[src/rtl/bitonic_sorter_stream.sv]
// Streaming candidate sorter.
// Collects up to CAND_NUM pT words into a frame, ranks them with a bitonic
// network and streams the top OUT_NUM candidates (pT plus arrival slot) out
// over a valid/ready handshake.
//
// state  | meaning
// -------+-------------------------------------------------------------
// S_FILL | accepting words into slots; in_ready high
// S_SORT | network settling; inputs ignored; busy high
// S_DRAIN| presenting rank rd_ptr; advances on out_valid && out_ready
//
// The bitonic network is combinational from the slot registers.  The slots
// are frozen for the whole of S_SORT, so the network is given SORT_LAT
// multicycle settle time.  One further S_SORT cycle then captures the top
// ranks into r_rank_*, which means the first out_valid appears
// SORT_LAT+1 edges after the closing word is accepted.
module bitonic_sorter_stream #(
  parameter  int CAND_NUM  = 16,
  parameter  int PT_WIDTH  = 4,
  parameter  int OUT_NUM   = 4,
  parameter  int SORT_LAT  = 4,
  localparam int IDX_WIDTH = $clog2(CAND_NUM)
) (
  input  logic                 clk,
  input  logic                 rst_n,
  input  logic                 in_valid,
  output logic                 in_ready,
  input  logic [PT_WIDTH-1:0]  in_pt,
  input  logic                 in_last,
  output logic                 out_valid,
  input  logic                 out_ready,
  output logic [PT_WIDTH-1:0]  out_pt,
  output logic [IDX_WIDTH-1:0] out_idx,
  output logic                 out_last,
  output logic                 busy
);

  localparam int RD_WIDTH  = $clog2(OUT_NUM + 1);
  localparam int CNT_WIDTH = $clog2(SORT_LAT + 1);

  typedef enum logic [1:0] {
    S_FILL  = 2'd0,
    S_SORT  = 2'd1,
    S_DRAIN = 2'd2
  } state_t;

  state_t                 r_state;
  state_t                 w_state_nxt;

  // Only pT is stored per slot: a slot's arrival index is its position.
  logic [PT_WIDTH-1:0]    r_slot_pt [CAND_NUM];
  logic [IDX_WIDTH-1:0]   r_wr_ptr;
  logic [RD_WIDTH-1:0]    r_rd_ptr;
  logic [CNT_WIDTH-1:0]   r_sort_cnt;
  logic [PT_WIDTH-1:0]    r_rank_pt  [OUT_NUM];
  logic [IDX_WIDTH-1:0]   r_rank_idx [OUT_NUM];

  logic [PT_WIDTH-1:0]    w_net_pt  [CAND_NUM];
  logic [IDX_WIDTH-1:0]   w_net_idx [CAND_NUM];

  logic                   w_accept;
  logic                   w_close;
  logic                   w_sort_done;
  logic                   w_last_rank;
  logic                   w_out_fire;
  logic                   w_frame_done;

  assign w_accept     = (r_state == S_FILL) && in_valid;
  assign w_close      = w_accept && (in_last || (r_wr_ptr == IDX_WIDTH'(CAND_NUM - 1)));
  assign w_sort_done  = (r_state == S_SORT) && (r_sort_cnt == '0);
  assign w_last_rank  = (r_rd_ptr == RD_WIDTH'(OUT_NUM - 1));
  assign w_out_fire   = (r_state == S_DRAIN) && out_ready;
  assign w_frame_done = w_out_fire && w_last_rank;

  assign in_ready  = (r_state == S_FILL);
  assign busy      = (r_state == S_SORT) || (r_state == S_DRAIN);
  assign out_valid = (r_state == S_DRAIN);
  assign out_last  = (r_state == S_DRAIN) && w_last_rank;

  // State register.
  always_ff @(posedge clk or negedge rst_n) begin
    if (!rst_n) begin
      r_state <= S_FILL;
    end else begin
      r_state <= w_state_nxt;
    end
  end

  // Next-state logic.
  always_comb begin
    w_state_nxt = r_state;
    case (r_state)
      S_FILL:  if (w_close)      w_state_nxt = S_SORT;
      S_SORT:  if (w_sort_done)  w_state_nxt = S_DRAIN;
      S_DRAIN: if (w_frame_done) w_state_nxt = S_FILL;
      default:                   w_state_nxt = S_FILL;
    endcase
  end

  // Slot storage: written on accept, wiped to pt=0 when the frame completes.
  always_ff @(posedge clk or negedge rst_n) begin
    if (!rst_n) begin
      for (int i = 0; i < CAND_NUM; i++) r_slot_pt[i] <= '0;
    end else if (w_accept) begin
      r_slot_pt[r_wr_ptr] <= in_pt;
    end else if (w_frame_done) begin
      for (int i = 0; i < CAND_NUM; i++) r_slot_pt[i] <= '0;
    end
  end

  // Write pointer: saturates at the last slot, returns to 0 after the frame.
  always_ff @(posedge clk or negedge rst_n) begin
    if (!rst_n) begin
      r_wr_ptr <= '0;
    end else if (w_frame_done) begin
      r_wr_ptr <= '0;
    end else if (w_accept && (r_wr_ptr != IDX_WIDTH'(CAND_NUM - 1))) begin
      r_wr_ptr <= r_wr_ptr + 1'b1;
    end
  end

  // Sort settle timer: down-counter loaded when the frame closes.
  always_ff @(posedge clk or negedge rst_n) begin
    if (!rst_n) begin
      r_sort_cnt <= '0;
    end else if (w_close) begin
      r_sort_cnt <= CNT_WIDTH'(SORT_LAT);
    end else if ((r_state == S_SORT) && (r_sort_cnt != '0)) begin
      r_sort_cnt <= r_sort_cnt - 1'b1;
    end
  end

  // Read pointer: steps through ranks on each output handshake.
  always_ff @(posedge clk or negedge rst_n) begin
    if (!rst_n) begin
      r_rd_ptr <= '0;
    end else if (w_out_fire) begin
      if (w_last_rank) r_rd_ptr <= '0;
      else             r_rd_ptr <= r_rd_ptr + 1'b1;
    end
  end

  // Bitonic network, descending on key {pt, ~idx}: higher pT first, lower
  // arrival index wins ties.  Indices are unique so the order is total.
  always_comb begin
    logic [PT_WIDTH-1:0]  w_tmp_pt;
    logic [IDX_WIDTH-1:0] w_tmp_idx;
    logic                 w_i_higher;
    int                   w_l;
    w_tmp_pt   = '0;
    w_tmp_idx  = '0;
    w_i_higher = 1'b0;
    w_l        = 0;
    for (int i = 0; i < CAND_NUM; i++) begin
      w_net_pt[i]  = r_slot_pt[i];
      w_net_idx[i] = IDX_WIDTH'(i);
    end
    for (int k = 2; k <= CAND_NUM; k = k * 2) begin
      for (int j = k / 2; j > 0; j = j / 2) begin
        for (int i = 0; i < CAND_NUM; i++) begin
          w_l = i ^ j;
          if (w_l > i) begin
            w_i_higher = (w_net_pt[i] > w_net_pt[w_l]) ||
                         ((w_net_pt[i] == w_net_pt[w_l]) && (w_net_idx[i] < w_net_idx[w_l]));
            if (((i & k) == 0) ? !w_i_higher : w_i_higher) begin
              w_tmp_pt          = w_net_pt[i];
              w_tmp_idx         = w_net_idx[i];
              w_net_pt[i]       = w_net_pt[w_l];
              w_net_idx[i]      = w_net_idx[w_l];
              w_net_pt[w_l]     = w_tmp_pt;
              w_net_idx[w_l]    = w_tmp_idx;
            end
          end
        end
      end
    end
  end

  // Rank capture: latch the top OUT_NUM network outputs at the end of SORT.
  always_ff @(posedge clk or negedge rst_n) begin
    if (!rst_n) begin
      for (int r = 0; r < OUT_NUM; r++) begin
        r_rank_pt[r]  <= '0;
        r_rank_idx[r] <= '0;
      end
    end else if (w_sort_done) begin
      for (int r = 0; r < OUT_NUM; r++) begin
        r_rank_pt[r]  <= w_net_pt[r];
        r_rank_idx[r] <= w_net_idx[r];
      end
    end
  end

  // Output mux: current rank in DRAIN, zeros otherwise.
  always_comb begin
    out_pt  = '0;
    out_idx = '0;
    if (r_state == S_DRAIN) begin
      for (int r = 0; r < OUT_NUM; r++) begin
        if (r_rd_ptr == RD_WIDTH'(r)) begin
          out_pt  = r_rank_pt[r];
          out_idx = r_rank_idx[r];
        end
      end
    end
  end

endmodule

[config.mk]
export PLATFORM = sky130hd
export DESIGN_NAME = bitonic_sorter_stream
export DESIGN_NICKNAME = d
export VERILOG_FILES = /design/src/rtl/bitonic_sorter_stream.sv
export SDC_FILE = /design/constraint.sdc
export NUM_CORES = 1
export LEC_CHECK = 0
export CORE_MARGIN = 10
export CORE_UTILIZATION = 25
export CTS_BUF_LIST = sky130_fd_sc_hd__clkbuf_8
export DETAILED_ROUTE_END_ITERATION = 7
export SYNTH_ARGS = -nofsm -noshare
export SYNTH_HDL_FRONTEND = slang
export SYNTH_SLANG_ARGS = --single-unit
[constraint.sdc]
create_clock -name clk -period 32.1 [get_ports clk]
set_input_delay 6.42 -clock clk [delete_from_list [all_inputs] [get_ports clk]]
set_output_delay 6.42 -clock clk [all_outputs]
set_load 0.05 [all_outputs]
==> metrics.txt <==
status finished, final reports clean; Multi-input gate area 0.0196 mm²; register area share after synthesis 0.114; Filler Cell Count around 10000; Layout area overhead 6.92%; Core Area between 0.09 and 0.1 mm²; synth cell count leaders 393 x nand2_1, 276 x a21oi_1, 268 x nor2_1; Post-synth EDFFs 0; CTS tree done; Storage cell area 0.00270 mm²; vias in the first global route 22500; GPL Wtd Cong 0.967; clock sink count 108; layout cells sized above 1 0.0598; cts bufs inserted 9; met1 Use GR 0.192; WP buf/inv 11; Mapped Area 0.0237 mm²; initial drt markers 1804; routed len/inst 17.5 µm; Final ANT Viol Nets 0; grt ovf 0; Die Span Y approximately 330 µm; Fin. Hold Viols 0; Hold Buf Count CTS 0; delay-heaviest family, CP compound AO/OA/AOI/OAI gates; clk_skew just under 0.04 ns; Max FO, Critical Path 18; clk_lat worst skew 0.49 ns; Synthesized Nets 3557; cell with the most instances after synthesis nand2_1; Mean Syn Cell Area 7.17 µm²; kind of critical path reg2reg; startpoint types flop; top cells by area, synth ha_1 13%, dfrtp_1 11%, mux2i_1 11%; Final setup viols 0; CP max-delay cell o21ai_1; max incr delay on CP 0.82 ns; wirelength, routed 79100 µm; dpl hpwl 65400 µm; period utilization 0.683; Max Slew Vio Count 0; Worst-Margin Slew 1.19 ns; # port buffers 20; post-route cell area about 0.025 mm²; setup bufs post-CTS 0; global route hottest layer met2; unrepaired setup endpoints after global routing false; max-cap viol count 0; num rows 112; Min-Delay Path Class reg2reg; post-synth top area share 0.125; Synth Instances 3310; Worst-path clk slew 0.13 ns; Max Freq 45.6 MHz; met3 GRT Util 0.0106; Yosys top cell by area ha_1; Tmin final 21.92 ns; Synth Register Bits 108; Max Buffers Root-to-Sink 2; vias 24600; initial antenna violation count 1; post-cts resize count 0; ys async rst share 1.00; Final nets 3501; die area 0.108 mm²; Ports 21; largest net degree at the start of global routing 70; DRT Pass-1 Iters 5; # H-tree levels 3; Die X 328 µm; Slew Limit Headroom 0.210; Via density 5.46; met2 GRT Util 0.233; total track usage 0.141; Crit path required time 32.51 ns; crit path DAT 22.33 ns; setup_tns 0 ns; Netlist cell types roughly 120; Setup crit end kind flop; ys flop type dfrtp_1; first-pass GRT wire length 126000 µm; Post-Place Cell Area between 0.02 and 0.03 mm²; # DRC 0; initial core utilization 0.253; synth warn 0; CTS root buffer clkbuf_8
==> cell usage in the layout (no fill, tap or decap), drive strengths merged, types with 16 or more instances in the layout <==
cell type      instances
a2111oi               17
a211oi                42
a21boi                19
a21o                  50
a21oi                282
a221o                 20
a221oi                20
a31oi                 25
and2                  52
and3                  26
buf                   16
clkdlybuf4s50         19
dfrtp                108
ha                   238
inv                  272
maj3                  21
mux2                  60
mux2i                253
nand2                394
nand2b                49
nand3                 86
nand4                 22
nor2                 269
nor2b                 35
nor3                  78
o211ai                38
o21a                  30
o21ai                281
o22ai                 26
o31ai                 37
or2                   21
or3                   21
xnor2                 20
==> flip-flops by register name (all words and copies together), names as in the netlist <==
| name | count |
|---|---|
| r_rank_idx | 16 |
| r_rank_pt | 16 |
| r_rd_ptr | 3 |
| r_slot_pt | 64 |
| r_sort_cnt | 3 |
| r_state | 2 |
| r_wr_ptr | 4 |
==> worst paths after layout <==
kind	start	end	slack [ns]	depth (start not counted)
hold reg to reg	r_rank_pt[5]	r_rank_pt[5]	0.49	1
hold / removal	r_rank_pt[5]	r_rank_pt[5]	0.49	1
min in group asynchronous	rst_n	r_rank_idx[0]	5.90	1
max in group asynchronous	rst_n	r_slot_pt[14]	24.78	2
setup / recovery	r_slot_pt[57]	r_rank_pt[11]	10.18	76
setup reg to reg	r_slot_pt[57]	r_rank_pt[11]	10.18	76
==> per-layer routing <==
metal  share of wire  up-vias
met2            0.45      685
met4           0.032        0
met5               0        -
met1            0.47    11600
li1                -    12200
met3           0.043      104
==> stage by stage <==
stage | hold slack [ns] | std cells | utilization | setup WS, ns
after floorplan | 0.444 | 3310 | - | 13.45
after global placement | 0.469 | 4497 | 0.268 | 11.02
after detailed placement | 0.470 | 4497 | 0.268 | 10.73
after CTS | 0.496 | 4513 | 0.271 | 10.60
after global routing | 0.510 | 4514 | 0.271 | 8.45
final | 0.491 | 4514 | 0.271 | 10.18
==> kinds of logic after synthesis <==
logic type	after synthesis	share of synthesized area
simple gates	1116	0.223
compound gates	1113	0.319
buf+inv	374	0.0624
mux	314	0.137
fa+ha+maj	259	0.135
flops	108	0.114
xor+xnor	26	0.00959
==> worst register-to-register path, delay by kind of cell, from the launching register on <==
| kind | cells | cell delay (ns) |
|---|---|---|
| AOI/OAI and AO/OA | 29 | 8.32 |
| adders and majority gates | 10 | 3.45 |
| buffers and inverters | 11 | 1.12 |
| DFF | 1 | 0.41 |
| muxes | 5 | 2.49 |
| and+or+nand+nor | 21 | 6.11 |
==> cell type report <==
cell class | instances | share of cell area
Antenna cell | 1 | 0.0000986
Clock buffer | 9 | 0.00488
Clock inverter | 7 | 0.00360
Inverter | 272 | 0.0402
Multi-Input combinational cell | 2828 | 0.771
Sequential cell | 108 | 0.106
Tap cell | 1254 | 0.0618
Timing Repair Buffer | 35 | 0.0122
Power is not shown: default switching activity piles up to over one toggle a cycle in this logic, so the estimate is an artifact.
